File: src/rtl/pipe_pkg.sv
// rtl/pipe_pkg.sv - shared encodings and defaults for the elastic pipeline stage
package pipe_pkg;

    typedef enum logic [1:0] {
        ST_EMPTY = 2'd0,
        ST_ONE   = 2'd1,
        ST_FULL  = 2'd2
    } pipe_state_e;

    localparam int CTRL_W_DEF = 8;
    // 32 PC+4, 32 ALU result, 32 memory read data, 5 WB register, 5 Rt
    localparam int DATA_W_DEF = 106;

    localparam int CTRL_REGDST   = 0;
    localparam int CTRL_MEMTOREG = 1;
    localparam int CTRL_REGWR    = 2;

    localparam int CTRL_BUBBLE = 0;

endpackage

File: src/rtl/pipe_stage_elastic_if.sv
// rtl/pipe_stage_elastic_if.sv - upstream/downstream handshake bundle of one pipeline stage
interface pipe_stage_elastic_if
    import pipe_pkg::*;
#(
    parameter int CTRL_W = CTRL_W_DEF,
    parameter int DATA_W = DATA_W_DEF
);
    logic              in_valid;
    logic              in_ready;
    logic [CTRL_W-1:0] in_ctrl;
    logic [DATA_W-1:0] in_data;
    logic              out_valid;
    logic              out_ready;
    logic [CTRL_W-1:0] out_ctrl;
    logic [DATA_W-1:0] out_data;

    // master is the surrounding pipeline, slave is the stage itself
    modport master (
        output in_valid, in_ctrl, in_data, out_ready,
        input  in_ready, out_valid, out_ctrl, out_data
    );

    modport slave (
        input  in_valid, in_ctrl, in_data, out_ready,
        output in_ready, out_valid, out_ctrl, out_data
    );
endinterface

File: src/rtl/pipe_entry_reg.sv
// rtl/pipe_entry_reg.sv - one held entry: valid + ctrl + data with load enable and async clear
module pipe_entry_reg
    import pipe_pkg::*;
#(
    parameter int CTRL_W = CTRL_W_DEF,
    parameter int DATA_W = DATA_W_DEF
) (
    input  logic              clk,
    input  logic              reset,
    input  logic              en,
    input  logic              valid_in,
    input  logic [CTRL_W-1:0] ctrl_in,
    input  logic [DATA_W-1:0] data_in,
    output logic              valid,
    output logic [CTRL_W-1:0] ctrl,
    output logic [DATA_W-1:0] data
);
    logic              valid_q, valid_d;
    logic [CTRL_W-1:0] ctrl_q, ctrl_d;
    logic [DATA_W-1:0] data_q, data_d;

    // Payload only loads with a valid entry so a drained register keeps its last data
    always_comb begin
        valid_d = valid_q;
        ctrl_d  = ctrl_q;
        data_d  = data_q;
        if (en) begin
            valid_d = valid_in;
            if (valid_in) begin
                ctrl_d = ctrl_in;
                data_d = data_in;
            end
        end
    end

    always_ff @(posedge clk or negedge reset) begin
        if (!reset) begin
            valid_q <= 1'b0;
            ctrl_q  <= '0;
            data_q  <= '0;
        end else begin
            valid_q <= valid_d;
            ctrl_q  <= ctrl_d;
            data_q  <= data_d;
        end
    end

    assign valid = valid_q;
    assign ctrl  = ctrl_q;
    assign data  = data_q;
endmodule

File: src/rtl/pipe_stage_elastic.sv
// rtl/pipe_stage_elastic.sv - elastic pipeline stage with skid buffer, flush and bubble insertion
module pipe_stage_elastic
    import pipe_pkg::*;
#(
    parameter int CTRL_W = CTRL_W_DEF,
    parameter int DATA_W = DATA_W_DEF,
    parameter bit SKID   = 1'b1
) (
    input  logic                 clk,
    input  logic                 reset,
    input  logic                 flush,
    pipe_stage_elastic_if.slave  bus,
    output logic [1:0]           occupancy
);
    pipe_state_e state_q, state_d;

    logic              head_en, head_valid_in, head_from_skid;
    logic              skid_en, skid_valid_in;
    logic              head_valid, skid_valid;
    logic [CTRL_W-1:0] head_ctrl, skid_ctrl, head_ctrl_in;
    logic [DATA_W-1:0] head_data, skid_data, head_data_in;
    logic              in_ready, accept, consume;

    // With the skid buffer in_ready comes straight from the state flop, so there is
    // no combinational path from out_ready back upstream.
    assign in_ready = SKID ? (state_q != ST_FULL) : (!head_valid || bus.out_ready);
    assign accept   = bus.in_valid && in_ready;
    assign consume  = head_valid && bus.out_ready;

    always_comb begin
        state_d        = state_q;
        head_en        = 1'b0;
        head_valid_in  = 1'b0;
        head_from_skid = 1'b0;
        skid_en        = 1'b0;
        skid_valid_in  = 1'b0;
        if (flush) begin
            state_d = ST_EMPTY;
            head_en = 1'b1;
            skid_en = 1'b1;
        end else begin
            case (state_q)
                ST_EMPTY: begin
                    if (accept) begin
                        state_d       = ST_ONE;
                        head_en       = 1'b1;
                        head_valid_in = 1'b1;
                    end
                end
                ST_ONE: begin
                    if (accept && consume) begin
                        head_en       = 1'b1;
                        head_valid_in = 1'b1;
                    end else if (accept) begin
                        state_d       = ST_FULL;
                        skid_en       = 1'b1;
                        skid_valid_in = 1'b1;
                    end else if (consume) begin
                        state_d = ST_EMPTY;
                        head_en = 1'b1;
                    end
                end
                ST_FULL: begin
                    if (consume) begin
                        state_d        = ST_ONE;
                        head_en        = 1'b1;
                        head_valid_in  = 1'b1;
                        head_from_skid = 1'b1;
                        skid_en        = 1'b1;
                    end
                end
                default: state_d = ST_EMPTY;
            endcase
        end
    end

    always_ff @(posedge clk or negedge reset) begin
        if (!reset) state_q <= ST_EMPTY;
        else        state_q <= state_d;
    end

    assign head_ctrl_in = head_from_skid ? skid_ctrl : bus.in_ctrl;
    assign head_data_in = head_from_skid ? skid_data : bus.in_data;

    pipe_entry_reg #(.CTRL_W(CTRL_W), .DATA_W(DATA_W)) u_head (
        .clk      (clk),
        .reset    (reset),
        .en       (head_en),
        .valid_in (head_valid_in),
        .ctrl_in  (head_ctrl_in),
        .data_in  (head_data_in),
        .valid    (head_valid),
        .ctrl     (head_ctrl),
        .data     (head_data)
    );

    pipe_entry_reg #(.CTRL_W(CTRL_W), .DATA_W(DATA_W)) u_skid (
        .clk      (clk),
        .reset    (reset),
        .en       (skid_en),
        .valid_in (skid_valid_in),
        .ctrl_in  (bus.in_ctrl),
        .data_in  (bus.in_data),
        .valid    (skid_valid),
        .ctrl     (skid_ctrl),
        .data     (skid_data)
    );

    // An empty head must look like a bubble downstream (RegWr and friends low)
    assign bus.out_ctrl  = head_valid ? head_ctrl : CTRL_W'(CTRL_BUBBLE);
    assign bus.out_data  = head_data;
    assign bus.out_valid = head_valid;
    assign bus.in_ready  = in_ready;
    assign occupancy     = {skid_valid, head_valid && !skid_valid} | state_q;
endmodule

File: src/flat_wrapper.sv
// flat-port wrapper written by rule: the top's interface ports become plain ports
module pipe_stage_elastic_flat import pipe_pkg::*;
#(
    parameter int CTRL_W = CTRL_W_DEF,
    parameter int DATA_W = DATA_W_DEF,
    parameter bit SKID   = 1'b1
)
  (clk, reset, flush, occupancy, bus_in_valid, bus_in_ctrl, bus_in_data, bus_out_ready, bus_in_ready, bus_out_valid, bus_out_ctrl, bus_out_data);
  pipe_stage_elastic_if #(.CTRL_W(CTRL_W), .DATA_W(DATA_W)) bus_i ();
  input  logic clk;
  input  logic reset;
  input  logic flush;
  output logic [1:0] occupancy;
  input wire logic [$bits(bus_i.in_valid)-1:0] bus_in_valid;
  input wire logic [$bits(bus_i.in_ctrl)-1:0] bus_in_ctrl;
  input wire logic [$bits(bus_i.in_data)-1:0] bus_in_data;
  input wire logic [$bits(bus_i.out_ready)-1:0] bus_out_ready;
  output wire logic [$bits(bus_i.in_ready)-1:0] bus_in_ready;
  output wire logic [$bits(bus_i.out_valid)-1:0] bus_out_valid;
  output wire logic [$bits(bus_i.out_ctrl)-1:0] bus_out_ctrl;
  output wire logic [$bits(bus_i.out_data)-1:0] bus_out_data;
  assign bus_i.in_valid = bus_in_valid;
  assign bus_i.in_ctrl = bus_in_ctrl;
  assign bus_i.in_data = bus_in_data;
  assign bus_i.out_ready = bus_out_ready;
  assign bus_in_ready = bus_i.in_ready;
  assign bus_out_valid = bus_i.out_valid;
  assign bus_out_ctrl = bus_i.out_ctrl;
  assign bus_out_data = bus_i.out_data;
  pipe_stage_elastic #(.CTRL_W(CTRL_W), .DATA_W(DATA_W), .SKID(SKID)) u_core (.clk(clk), .reset(reset), .flush(flush), .bus(bus_i), .occupancy(occupancy));
endmodule
File: config.mk
export PLATFORM = sky130hd
export DESIGN_NAME = pipe_stage_elastic_flat
export DESIGN_NICKNAME = d
export VERILOG_FILES = /design/src/rtl/pipe_pkg.sv /design/src/rtl/pipe_stage_elastic_if.sv /design/src/rtl/pipe_entry_reg.sv /design/src/rtl/pipe_stage_elastic.sv /design/src/flat_wrapper.sv
export SDC_FILE = /design/constraint.sdc
export NUM_CORES = 1
export LEC_CHECK = 0
export ABC_AREA = 1
export CAP_MARGIN = 10
export CORE_MARGIN = 5
export CORE_UTILIZATION = 46
export DETAILED_ROUTE_END_ITERATION = 10
export GPL_TIMING_DRIVEN = 1
export PLACE_DENSITY = 0.77
export SLEW_MARGIN = 15
export SYNTH_ARGS = -nofsm -noshare
export SYNTH_HDL_FRONTEND = slang
export SYNTH_SLANG_ARGS = --single-unit
File: constraint.sdc
create_clock -name clk -period 1.9 [get_ports clk]
set_clock_uncertainty 0.15 [all_clocks]
set_input_delay 0.57 -clock clk [delete_from_list [all_inputs] [get_ports clk]]
set_output_delay 0.57 -clock clk [all_outputs]
set_load 0.03 [all_outputs]
==> flow_metrics.env, run 1 <==
export IMPL_cp_max_fo=44
export IMPL_hp_class="reg -> reg"
export IMPL_fin_ws_ps=-300.5
export IMPL_synthCells=1414
export IMPL_finalCriticalPeriod_ps=2200
export IMPL_violations="negative setup slack"
export IMPL_hp_start="u_core.u_head.data[64]"
export IMPL_final_common_cell="nand2_1"
export IMPL_power_density_nw_per_um2=1443
export IMPL_syn_avg_cell_area_um2=7.533
export IMPL_grt_met2_usage=0.4374
export IMPL_start_util=0.4690
export IMPL_status="finished with violations"
export IMPL_drive_gt1_frac=0.2506
export IMPL_first_pass_iters=5
export IMPL_whs_path_depth=2
export IMPL_cts_sinks=232
export IMPL_synth_nets=1537
export IMPL_slew_violations=0
export IMPL_gp_congestion=0.7931
export IMPL_rsz0062_at_grt="true"
export IMPL_arrival_ps=2450
export IMPL_synth_area_top_cells="dfrtp_1, nand2_1, nand3_1"
export IMPL_io_pins=237
export IMPL_coreArea_um2=22710
export IMPL_port_buffers=236
export IMPL_fmax_ghz=0.4544
export IMPL_placementRows=55
export IMPL_clk_pin_slew_ps=60
export IMPL_worst_pin_slew_ps=414.7
export IMPL_layout_common_cells="nand2_1, dfrtp_1, inv_1, clkdlybuf4s50_1, buf_2"
export IMPL_min_to="u_core.u_head.data[64]"
export IMPL_clock_path_buffers=3
export IMPL_maxCapViolCount=0
export IMPL_fin_crit_sh=1.158
export IMPL_placed_cell_area_um2=13750
export IMPL_cts_made_buffers=25
export IMPL_cp_required_ps=2150
export IMPL_drt_total_wl_um=38400
export IMPL_ys_types=18
export IMPL_grtUsageMet1=0.3599
export IMPL_wl_per_cell_um=18.99
export IMPL_grt_antenna_before_repair=5
export IMPL_critical_path_slowest_cell="dfrtp_1"
export IMPL_final_cells=2022
export IMPL_critPathLaunchType="flop"
export IMPL_clk_latency_ps=520
export IMPL_endpoint_kind="flop"
export IMPL_slew_headroom=0.7235
export IMPL_r2r_setup_slack_ps=-300
export IMPL_vias_per_cell=5.306
export IMPL_setup_violations=242
export IMPL_grt_pass1_vias=10640
export IMPL_nFillCells=1646
export IMPL_cts_tree="yes"
export IMPL_grt_pass1_wl_um=57020
export IMPL_htreeDepth=1
export IMPL_fp_dieH_um=162.2
export IMPL_areaGrowthSynthToFinish_pct=53.49
export IMPL_dpl_cell_count=1903
export IMPL_final_nets=1843
export IMPL_use_met3=0.06369
export IMPL_yosysSeqAreaShare=0.5450
export IMPL_antenna_left=0
export IMPL_synth_warnings=0
export IMPL_yosys_area_top_type="dfrtp_1"
export IMPL_dieArea_um2=26300
export IMPL_grt_start_max_net_pins=48
export IMPL_crit_path_frequent_cell="buf_4"
export IMPL_top_usage_layer="met2"
export IMPL_timing_worst_setup_path_type="reg -> reg"
export IMPL_cts_root_buf="clkbuf_16"
export IMPL_r2r_end="u_core.u_skid.data[18]"
export IMPL_grtUsageTotal=0.2694
export IMPL_reg2reg_depth=10
export IMPL_r2r_start="u_core.state_q[1]"
export IMPL_synth_top_cell_area_share=0.5450
export IMPL_dp_hpwl_um=19490
export IMPL_ir_worst_vdd_mv=0.9358
export IMPL_post_place_ws_ps=-556.9
export IMPL_path_cells="buf_4 -> inv_4 -> ha_4 -> inv_1 -> nor3_2 -> buf_4 -> nand3_4 -> buf_4 -> buf_12 -> o21ai_0"
export IMPL_critPathMaxStageDelay_ps=400
export IMPL_via_count=10728
export IMPL_drc=0
export IMPL_hold_viol=0
export IMPL_syn_area_um2=10650
export IMPL_leakagePower_uw=0.008835
export IMPL_synth_ff_latch_count=232
export IMPL_fin_area_um2=16350
export IMPL_drtIter0Drc=959
export IMPL_grt_overflow_total=0
export IMPL_die_w_um=162.2
layer usage:
metal  vias up  part of all wire
met5         -            0.0012
met4         8             0.033
met3       107             0.098
met2       579              0.47
met1      5071              0.40
li1       4963                 -
worst max-delay path, delay by kind of cell (launching register included):
kind / cells / cell delay, ps
buffers and inverters: 6 / 810
adder cells (fa/ha/maj): 1 / 140
flip-flops: 1 / 400
AND/OR/NAND/NOR: 2 / 320
AO/OA/AOI/OAI: 1 / 270
synthesized netlist by cell type:
library cell	instances
a21oi_1	2
buf_1	2
buf_2	35
buf_4	3
clkbuf_1	47
dfrtp_1	232
ha_1	4
inv_1	133
inv_2	1
nand2_1	706
nand2_2	2
nand3_1	122
nand4_1	3
nor2_1	4
nor2_2	1
nor3_1	1
o211ai_1	1
o21ai_0	115
cell type report:
type                    instances  area, um^2  area share
flip-flops and latches        232        5807      0.3552
multi-input cells             963        4596      0.2811
repair buffers                364        4238      0.2592
clock buffers                  36       726.9     0.04446
inverters                     134       510.5     0.03122
well taps                     285       356.6     0.02181
clock inverters                 7       112.6    0.006888
diodes                          1       2.502   0.0001531
per-stage QoR:
step | setup TNS, ps | hold WS, ps | utilization | total power (uW)
2_1_floorplan | 0 | 124.4 | - | 12950
3_3_place_gp | -90150 | 303.1 | 0.6057 | 16780
3_5_place_dp | -93500 | 307.4 | 0.6057 | 17040
4_1_cts | -42210 | 318.7 | 0.7003 | 23080
5_1_grt | -66640 | 344.0 | 0.7199 | 24780
6_report | -46590 | 317.6 | 0.7199 | 23590
kinds of logic (layout without fill, tap and decap cells):
group | after synthesis | in the layout | share of synthesized area
fa+ha+maj | 4 | 4 | 0.004699
other cells | 0 | 1 | 0
simple gates | 839 | 841 | 0.3115
flops | 232 | 232 | 0.5450
buf+inv | 221 | 541 | 0.08305
compound gates | 118 | 118 | 0.05568
timing repair:
| item | in CTS | in global routing |
|---|---|---|
| hold endpoints to repair | 40 | 0 |
| endpoints found under the setup margin | 332 | 248 |
| pin swaps | 67 | 10 |
| hold buffers | 1 | 0 |
| gates resized for setup | 721 | 45 |
| cloned | 25 | 14 |
| setup buffers | 33 | 4 |
flip-flops by register name, indices dropped and copies added (netlist names):
name and count:
u_core.u_head.data 106, u_core.u_skid.ctrl 8, u_core.u_head.ctrl 8, u_core.u_head.valid 1, u_core.u_skid.data 106, u_core.state_q 2, u_core.u_skid.valid 1
where the power goes:
| part | switching [uW] | internal (uW) |
|---|---|---|
| Sequential | 1440 | 7130 |
| Clock | 2000 | 3050 |
| Combinational | 6100 | 3880 |
| Total | 9530 | 14100 |
worst max path at each step:
stage                       from                      end  cells past startpoint
3_5_place_dp       bus_out_ready   u_core.u_head.data[99]                      8
2_1_floorplan  u_core.state_q[0]  u_core.u_head.data[100]                     11
4_1_cts        u_core.state_q[1]             bus_in_ready                      5
6_report       u_core.state_q[1]   u_core.u_skid.data[18]                     10
3_3_place_gp       bus_out_ready   u_core.u_head.data[99]                      8
5_1_grt        u_core.state_q[1]   u_core.u_skid.data[18]                     10
No activity file was read; power rests on OpenSTA's default activity.
==> inputs of run 2 (changes only) <==
- GPL_TIMING_DRIVEN: 1 -> 0
- SLEW_MARGIN: 15 -> default
==> run 2 against run 1 <==
Against the previous run:
- sequential cell count is the same
- global-route usage shrank 3.2 points
- final cell count grew 2.7%
- critical path depth grew 1
- sequential share of layout area shrank 2.6 points
- total power grew 4.8%
- count of clock-buffer cells in the layout grew 7
- critical path type unchanged
- first-iteration DRC count grew 13%
- clock power shrank 1%
- register-to-register slack lost 30 ps
- the run still ends with negative setup slack left
- via count grew 7.4%
- non-clock buffer count grew 52
==> flow_metrics.env, run 2 (synthesized netlist as in run 1, its figures left out) <==
export IMPL_grt_pass1_vias=9875
export IMPL_timing_worst_setup_path_type="reg -> reg"
export IMPL_dp_hpwl_um=21360
export IMPL_antenna_left=0
export IMPL_grt_overflow_total=0
export IMPL_cp_required_ps=2170
export IMPL_cp_max_fo=6
export IMPL_die_w_um=162.2
export IMPL_drc=0
export IMPL_ir_worst_vdd_mv=0.8908
export IMPL_critical_path_slowest_cell="dfrtp_2"
export IMPL_fp_dieH_um=162.2
export IMPL_worst_pin_slew_ps=521.3
export IMPL_fmax_ghz=0.4487
export IMPL_cts_tree="yes"
export IMPL_placementRows=55
export IMPL_cts_made_buffers=26
export IMPL_power_density_nw_per_um2=1400
export IMPL_grt_pass1_wl_um=50950
export IMPL_rsz0062_at_grt="true"
export IMPL_via_count=11520
export IMPL_critPathLaunchType="flop"
export IMPL_fin_ws_ps=-328.6
export IMPL_final_nets=1895
export IMPL_port_buffers=235
export IMPL_slew_violations=0
export IMPL_fin_crit_sh=1.173
export IMPL_drt_total_wl_um=42360
export IMPL_first_pass_iters=5
export IMPL_placed_cell_area_um2=13440
export IMPL_htreeDepth=1
export IMPL_start_util=0.4690
export IMPL_finalCriticalPeriod_ps=2229
export IMPL_path_cells="inv_4 -> buf_6 -> ha_4 -> inv_4 -> nor3_4 -> nand3_4 -> buf_6 -> buf_8 -> clkbuf_8 -> nand2_1 -> o21ai_2"
export IMPL_drive_gt1_frac=0.4015
export IMPL_fin_area_um2=17660
export IMPL_drtIter0Drc=1081
export IMPL_areaGrowthSynthToFinish_pct=65.81
export IMPL_cts_sinks=232
export IMPL_status="finished with violations"
export IMPL_num_antenna_cells=0
export IMPL_holdWs_ps=327.6
export IMPL_grt_antenna_before_repair=4
export IMPL_grtUsageMet1=0.3151
export IMPL_layout_common_cells="nand2_1, dfrtp_1, nand2_2, inv_1, clkdlybuf4s50_1"
export IMPL_dieArea_um2=26300
export IMPL_clk_pin_slew_ps=60
export IMPL_clk_latency_ps=540
export IMPL_leakagePower_uw=0.009482
export IMPL_endpoint_kind="flop"
export IMPL_wl_per_cell_um=20.40
export IMPL_slew_headroom=0.6525
export IMPL_setup_violations=245
export IMPL_use_met3=0.06318
export IMPL_arrival_ps=2500
export IMPL_gp_congestion=0.8395
export IMPL_cts_root_buf="clkbuf_16"
export IMPL_top_usage_layer="met2"
export IMPL_io_pins=237
export IMPL_final_common_cell="nand2_1"
export IMPL_grtUsageTotal=0.2377
export IMPL_hp_class="reg -> reg"
export IMPL_vias_per_cell=5.549
export IMPL_grt_met2_usage=0.3858
export IMPL_critPathMaxStageDelay_ps=460
export IMPL_violations="negative setup slack"
export IMPL_grt_start_max_net_pins=97
export IMPL_maxCapViolCount=0
export IMPL_coreArea_um2=22710
export IMPL_clock_path_buffers=3
export IMPL_hold_viol=0
==> run 2: where the power goes <==
part | switching, uW | total [uW] | internal, uW
combinational | 6410 | 10600 | 4230
clock | 2110 | 4990 | 2880
sequential | 1960 | 9090 | 7130
total | 10500 | 24700 | 14200
==> run 2: final cells by class <==
type,instances,area (um^2)
buffer,86,1184
clock buffer,43,805.8
clock inverter,4,28.78
fill,1322,5049
inverter,134,518.0
multi-input combinational,962,5578
sequential,232,5808
tap,285,356.6
timing repair buffer,330,3382
==> run 2: worst max-delay path, delay by kind of cell (launching register included) <==
kind                     cells  cell delay, ps
buffers and inverters        6             750
AND/OR/NAND/NOR              3             480
flip-flops                   1             460
adder cells (fa/ha/maj)      1             170
AO/OA/AOI/OAI                1              90
==> run 2: worst paths after layout <==
kind                                         from  slack (ps)                     end  cells after the start
setup / recovery                u_core.state_q[1]        -330   u_core.u_skid.data[0]                     11
hold / removal             u_core.u_head.data[71]         330  u_core.u_head.data[71]                      2
setup reg to reg                u_core.state_q[1]        -330   u_core.u_skid.data[0]                     11
hold reg to reg            u_core.u_head.data[71]         330  u_core.u_head.data[71]                      2
max in group asynchronous                   reset         280  u_core.u_skid.data[44]                      3
min in group asynchronous                   reset         430  u_core.u_skid.data[65]                      2
==> run 2: routing by layer <==
metal,vias to the layer above,part of all wire,wire length [um]
li1,5065,-,-
met1,5577,0.36,15430
met2,688,0.49,20820
met3,182,0.096,4053
met4,8,0.047,1998
met5,-,0.0014,59
==> run 2: metrics by stage <==
step                setup TNS [ps]  instances  setup WS [ps]  total power, uW  utilization
detailed placement         -204010       1936          -1160            16650       0.5917
floorplan                        0       1414          10.70            12950            -
CTS                         -33390       2011         -230.1            21580       0.6641
finish                      -55430       2076         -328.6            24730       0.7777
global route                -65670       2076         -375.9            25850       0.7777
global placement          -2446020       1934          -9743            16410       0.5891
==> run 2: timing repair <==
action / in CTS / in global routing
pin swaps: 5 / 109
setup buffers: 13 / 37
resized for setup: 463 / 932
setup endpoints to repair: 348 / 343
cloned: 14 / 30
hold buffers: 1 / 0
hold endpoints to repair: 64 / 0
